### config.mk
export PLATFORM = sky130hd
export DESIGN_NAME = sc_sng
export DESIGN_NICKNAME = d
export VERILOG_FILES = /design/src/rtl/sc_pkg.sv /design/src/rtl/sc_lfsr.sv /design/src/rtl/sc_sng.sv
export SDC_FILE = /design/constraint.sdc
export NUM_CORES = 1
export LEC_CHECK = 0
export CAP_MARGIN = 20
export CELL_PAD_IN_SITES_DETAIL_PLACEMENT = 1
export CELL_PAD_IN_SITES_GLOBAL_PLACEMENT = 1
export CORE_UTILIZATION = 45
export CTS_BUF_LIST = sky130_fd_sc_hd__clkbuf_2
export DETAILED_ROUTE_END_ITERATION = 10
export PLACE_DENSITY = 0.86
export SLEW_MARGIN = 0
export SYNTH_ARGS = -nofsm -noshare
export SYNTH_HDL_FRONTEND = slang
export SYNTH_SLANG_ARGS = --single-unit
### constraint.sdc
create_clock -name clk -period 2 [get_ports clk]
set_input_delay 0.4 -clock clk [delete_from_list [all_inputs] [get_ports clk]]
set_output_delay 0.4 -clock clk [all_outputs]
set_load 0.01 [all_outputs]
### src/rtl/sc_pkg.sv
// Shared definitions for stochastic-computing generators: FSM encoding and
// the maximal-length LFSR tap masks indexed by register width.
`timescale 1ns/1ps
package sc_pkg;

    // Generator stream state: IDLE waits for a load, RUN emits stream bits.
    typedef enum logic {
        IDLE = 1'b0,
        RUN  = 1'b1
    } sc_state_t;

    localparam int LFSR_MIN_WIDTH = 4;
    localparam int LFSR_MAX_WIDTH = 16;

    // Tap mask for a Fibonacci LFSR shifting toward the MSB. Tap n (1-based)
    // maps to mask bit n-1; the feedback is the XOR of the masked state bits.
    // Every mask gives a maximal period of 2^width - 1 over the nonzero states.
    function automatic logic [LFSR_MAX_WIDTH-1:0] lfsr_taps(input int width);
        logic [LFSR_MAX_WIDTH-1:0] mask;
        case (width)
            4:       mask = 16'h000C; // {4,3}
            5:       mask = 16'h0014; // {5,3}
            6:       mask = 16'h0030; // {6,5}
            7:       mask = 16'h0060; // {7,6}
            8:       mask = 16'h00B8; // {8,6,5,4}
            9:       mask = 16'h0110; // {9,5}
            10:      mask = 16'h0240; // {10,7}
            11:      mask = 16'h0500; // {11,9}
            12:      mask = 16'h0E08; // {12,11,10,4}
            13:      mask = 16'h1C80; // {13,12,11,8}
            14:      mask = 16'h3802; // {14,13,12,2}
            15:      mask = 16'h6000; // {15,14}
            16:      mask = 16'hD008; // {16,15,13,4}
            default: mask = 16'h0000;
        endcase
        return mask;
    endfunction

endpackage

### src/rtl/sc_lfsr.sv
// Maximal-length Fibonacci LFSR: shifts toward the MSB, new LSB is the XOR
// of the tap bits. init reloads SEED and takes priority over step.
`timescale 1ns/1ps
module sc_lfsr
    import sc_pkg::*;
#(
    parameter int WIDTH = 8,
    parameter int SEED  = 1
) (
    input  logic             clk,
    input  logic             rst_n,
    input  logic             init,
    input  logic             step,
    output logic [WIDTH-1:0] state
);

    localparam logic [LFSR_MAX_WIDTH-1:0] TAPS_FULL = lfsr_taps(WIDTH);
    localparam logic [WIDTH-1:0]          TAPS      = TAPS_FULL[WIDTH-1:0];
    localparam logic [WIDTH-1:0]          SEED_V    = WIDTH'(SEED);

    logic [WIDTH-1:0] state_reg;
    logic [WIDTH-1:0] tap_bits;
    logic             feedback;

    genvar gi;
    generate
        for (gi = 0; gi < WIDTH; gi++) begin : g_tap
            assign tap_bits[gi] = state_reg[gi] & TAPS[gi];
        end
    endgenerate

    assign feedback = ^tap_bits;

    // Shift register: reload seed on init, otherwise advance on step.
    always_ff @(posedge clk or negedge rst_n) begin
        if (!rst_n) begin
            state_reg <= SEED_V;
        end else if (init) begin
            state_reg <= SEED_V;
        end else if (step) begin
            state_reg <= {state_reg[WIDTH-2:0], feedback};
        end
    end

    assign state = state_reg;

endmodule

### src/rtl/sc_sng.sv
// Stochastic number generator: encodes an unsigned value as a bitstream of
// 2^WIDTH - 1 bits whose count of ones equals the value, by comparing a
// full-period LFSR sequence against the loaded value.
`timescale 1ns/1ps
module sc_sng
    import sc_pkg::*;
#(
    parameter int WIDTH = 8,
    parameter int SEED  = 1
) (
    input  logic             clk,
    input  logic             rst_n,
    input  logic             load,
    input  logic [WIDTH-1:0] value,
    input  logic             en,
    output logic             ready,
    output logic             out,
    output logic             valid,
    output logic             last
);

    // Counter value of the final stream bit (L-1 = 2^WIDTH - 2).
    localparam logic [WIDTH-1:0] LAST_CNT = {{(WIDTH-1){1'b1}}, 1'b0};

    sc_state_t        state_reg, state_next;
    logic [WIDTH-1:0] cnt_reg;
    logic [WIDTH-1:0] value_reg;
    logic [WIDTH-1:0] lfsr_state;
    logic             accept;
    logic             valid_int;
    logic             last_int;

    sc_lfsr #(
        .WIDTH (WIDTH),
        .SEED  (SEED)
    ) u_lfsr (
        .clk   (clk),
        .rst_n (rst_n),
        .init  (accept),
        .step  (valid_int),
        .state (lfsr_state)
    );

    // Stream handshake, output bit and next-state decode. A load accepted on
    // the last-bit cycle keeps the FSM in RUN so the next stream has no gap.
    always_comb begin
        state_next = state_reg;
        valid_int  = (state_reg == RUN) && en;
        last_int   = valid_int && (cnt_reg == LAST_CNT);
        ready      = (state_reg == IDLE) || last_int;
        accept     = load && ready;
        case (state_reg)
            IDLE: if (accept) state_next = RUN;
            RUN:  if (last_int) state_next = accept ? RUN : IDLE;
            default: state_next = IDLE;
        endcase
    end

    assign valid = valid_int;
    assign last  = last_int;
    assign out   = valid_int && (lfsr_state <= value_reg);

    // FSM state register.
    always_ff @(posedge clk or negedge rst_n) begin
        if (!rst_n) begin
            state_reg <= IDLE;
        end else begin
            state_reg <= state_next;
        end
    end

    // Value capture and bit counter; both hold while the stream is paused.
    always_ff @(posedge clk or negedge rst_n) begin
        if (!rst_n) begin
            value_reg <= '0;
            cnt_reg   <= '0;
        end else if (accept) begin
            value_reg <= value;
            cnt_reg   <= '0;
        end else if (valid_int) begin
            cnt_reg   <= cnt_reg + WIDTH'(1);
        end
    end

endmodule

==> results of run 1 <==
==> worst paths after layout <==
path                              start         endpoint  slack, ns
max in group asynchronous         rst_n  u_lfsr.state[0]       1.36
hold reg to reg            value_reg[5]     value_reg[5]       0.55
setup reg to reg             cnt_reg[0]     value_reg[2]       0.04
setup / recovery           value_reg[3]              out      -0.44
min in group clk                     en       cnt_reg[7]       0.53
hold / removal                    rst_n       cnt_reg[7]       0.35
==> per-stage QoR <==
stage               setup TNS, ns  total power [W]  utilization [%]  hold WS, ns
finish                     -0.455          0.00178             64.8        0.347
global route               -0.723          0.00191             64.8        0.340
CTS                        -0.504          0.00169             62.6        0.350
detailed placement          -3.05          0.00142             59.7        0.497
global placement            -2.25          0.00136             59.7        0.490
floorplan                       0          0.00113                -        0.104
==> layout make-up <==
| type | instances | area share [%] |
|---|---|---|
| clock buffer | 4 | 1.10 |
| inverter | 14 | 2.89 |
| multi-input combinational | 88 | 39.1 |
| sequential | 25 | 34.6 |
| tap | 31 | 2.13 |
| timing repair buffer | 44 | 20.2 |
==> power groups by stage <==
stage          clock, W  sequential, W  combinational, W
2_1_floorplan         0       0.000758          0.000376
3_3_place_gp          0       0.000756          0.000601
3_5_place_dp          0       0.000769          0.000654
4_1_cts        0.000222       0.000757          0.000712
5_1_grt        0.000240       0.000788          0.000880
6_report       0.000217       0.000771          0.000793
==> cells in the final DEF (no fill, tap or decap), drive strengths merged, types with 2 or more instances in the layout <==
cell	count
inv	14
clkbuf	4
a21oi	14
o31ai	2
ha	10
xnor2	4
nand2	18
clkdlybuf4s50	10
buf	32
nand3	3
nand4	3
nor2	4
mux2	8
or3	4
o21ai	5
dfrtp	24
==> per-layer routing <==
metal	part of all wire, %	wire, µm	track usage (%)	vias to the layer above
li1	-	-	-	543
met3	1.4	55	2.72	11
met1	42	1630	27.9	583
met2	54	2090	45.9	19
met5	0	0	0	-
met4	2.7	104	13.2	0
==> repair_timing <==
| action | in CTS | in global routing |
|---|---|---|
| resized for setup | 20 | 8 |
| setup buffers | 5 | 5 |
| pin swaps | 5 | 6 |
| setup endpoints to repair | 4 | 11 |
| hold buffers | 0 | 0 |
==> cells by family after synthesis <==
group                    count (synthesis)  synth area share [%]
multiplexers                             8                  7.45
XOR/XNOR                                 5                  3.22
AO/OA/AOI/OAI                           28                  13.8
AND/OR/NAND/NOR                         37                  14.3
adder cells (fa/ha/maj)                 10                  9.20
flip-flops                              25                  46.1
buffers and inverters                   17                  5.98
==> worst reg2reg max path, delay by kind of cell (launching register included) <==
family	cells	cell delay (ns)
compound gates	1	0.26
mux	1	0.34
buf+inv	4	0.56
simple gates	1	0.11
fa+ha+maj	1	0.17
flops	1	0.45
==> reports/results.tsv, run 1 <==
metric	value	unit
status	finished with violations	
failing_checks	negative setup slack	
cp-start-kind	flop	
synthesis.nets	152	
gpl.final_weighted_congestion	0.758	
drt_drc_violations_left	0	
yosysTopAreaCell	sky130_fd_sc_hd__dfrtp_1	
critical_path.slowest_cell	sky130_fd_sc_hd__dfrtp_1	
max_transition_margin	77.2	%
floorplan.io_pins	16	
final_max_slew_viol_count	0	
detail_route.iter0.violations	43	
detail_route.vias_per_cell	5.61	
grt_setup_unrepaired	true	
die_area	3250	µm²
routed_wire_length_per_instance	18.8	µm
power_density	981	nW/µm²
finalSetupViolations	2	
seq_power_share	43.3	%
criticalPathCategory	reg2out	
power.switching_fraction	37.8	%
cell_with_the_most_instances_after_synthesis	sky130_fd_sc_hd__dfrtp_1	
synth.top_cells.by_count	sky130_fd_sc_hd__dfrtp_1 (24), sky130_fd_sc_hd__nand2_1 (18), sky130_fd_sc_hd__a21oi_1 (14), sky130_fd_sc_hd__inv_1 (14), sky130_fd_sc_hd__ha_1 (10)	
cpPeakStageDelay	0.46	ns
synthesis.instances	130	
grt_overflow_total	0	
timing.critical_path.arrival	2.04	ns
hpwlAfterDp	2.40	mm
syn_area_per_cell	10.5	µm²
synth.area.top_cells	sky130_fd_sc_hd__dfrtp_1 (44%), sky130_fd_sc_hd__ha_1 (9.2%), sky130_fd_sc_hd__a21oi_1 (5.2%)	
nets	198	
layoutNonFillerInstCount	206	
syn2layout_area_growth	33.6	%
maximum_number_of_pins_on_one_net_before_global_route_repair	26	
fin_area	1820	µm²
numPlacedInstances	192	
post-synth-top-area-fraction	44.2	%
critical_path_cell_count	6	
area.sequential	628	µm²
power.ir.vdd_worst	0.000571	V
postLayoutSetupSlackWorst	-0.441	ns
synth.cell_area	1360	µm²
finalWorstPathRequiredPeriod	2.44	ns
synth_top_flop_cell	sky130_fd_sc_hd__dfrtp_1	
switching_power	0.000673	W
multi_input_comb_area	711	µm²
detailedPlace.worstSlack	-0.509	ns
vias	1156	
timing.final.crit_share	122	%
final.setup_skew	0.00556	ns
placement.io_buffers	15	
sequential_fraction_of_the_synthesis_area	46.1	%
layout_cells_sized_above_1	35.4	%
num-fill-cells	313	
max-cap-violations	0	
die_height	57.0	µm
required	1.60	ns
report.final.hold_viol_count	0	
grt_use_total	24.8	%
tritoncts.num_buffers	3	
cellInternalPower	0.00111	W
cts_num_sinks	25	
design.core.area	2810	µm²
antenna_found_initial	0	
path_delay_family	compound AO/OA/AOI/OAI gates	
yosys.cell_types.count	33	
leakagePower	0.879	nW
comb_power_share	44.5	%
ffs_latches_synth	25	
clock_insertion_delay_worst_skew	0.37	ns
clkTransAtPathRegs	0.24	ns
timing.critical_path.fanout_max	2	
rows	19	
timing_worst_slew_pin_value	0.339	ns
placement.cell_area	1680	µm²
critical_path.cell_chain	inv_2, ha_4, and3_4, a221o_1, a221oi_2, buf_2	
effective_utilization_at_floorplan	48.5	%
grt_first_pass_wirelength	5.95	mm
postRouteWirelength	3.88	mm
htreeDepth	1	
antenna_cells_inserted	0	
yosys_warnings	0	
root_buffer	sky130_fd_sc_hd__clkbuf_2	
final_antenna_net_count	0	
cts_tree	yes	
clock_path_buffers	2	
reg2regPathDepth	8	
worstPathBufferInverterCount	2	
chipWidth	57.0	µm
clock_power_share	12.2	%
maxClockFrequency	410	MHz
synth-edff-count	0	
setup.worst_path.end_class	output port	
hold_path_class	in2async	
grt_pass1_vias	1303	
async_reset_ff_share	100	%
drt_pass1_iterations	4	
Power figures use the tool's default switching activity.
==> run 2, diff against run 1 <==
Settings changed: SLEW_MARGIN 0 to 40.
==> results of run 2 <==
The final DEF is identical to that of run 1; final timing and power are the same.
==> run 3, diff against run 2 <==
Settings changed: CTS_CLUSTER_DIAMETER set to 50.
==> results of run 3 <==
The final DEF is identical to that of run 1; final timing and power are the same.
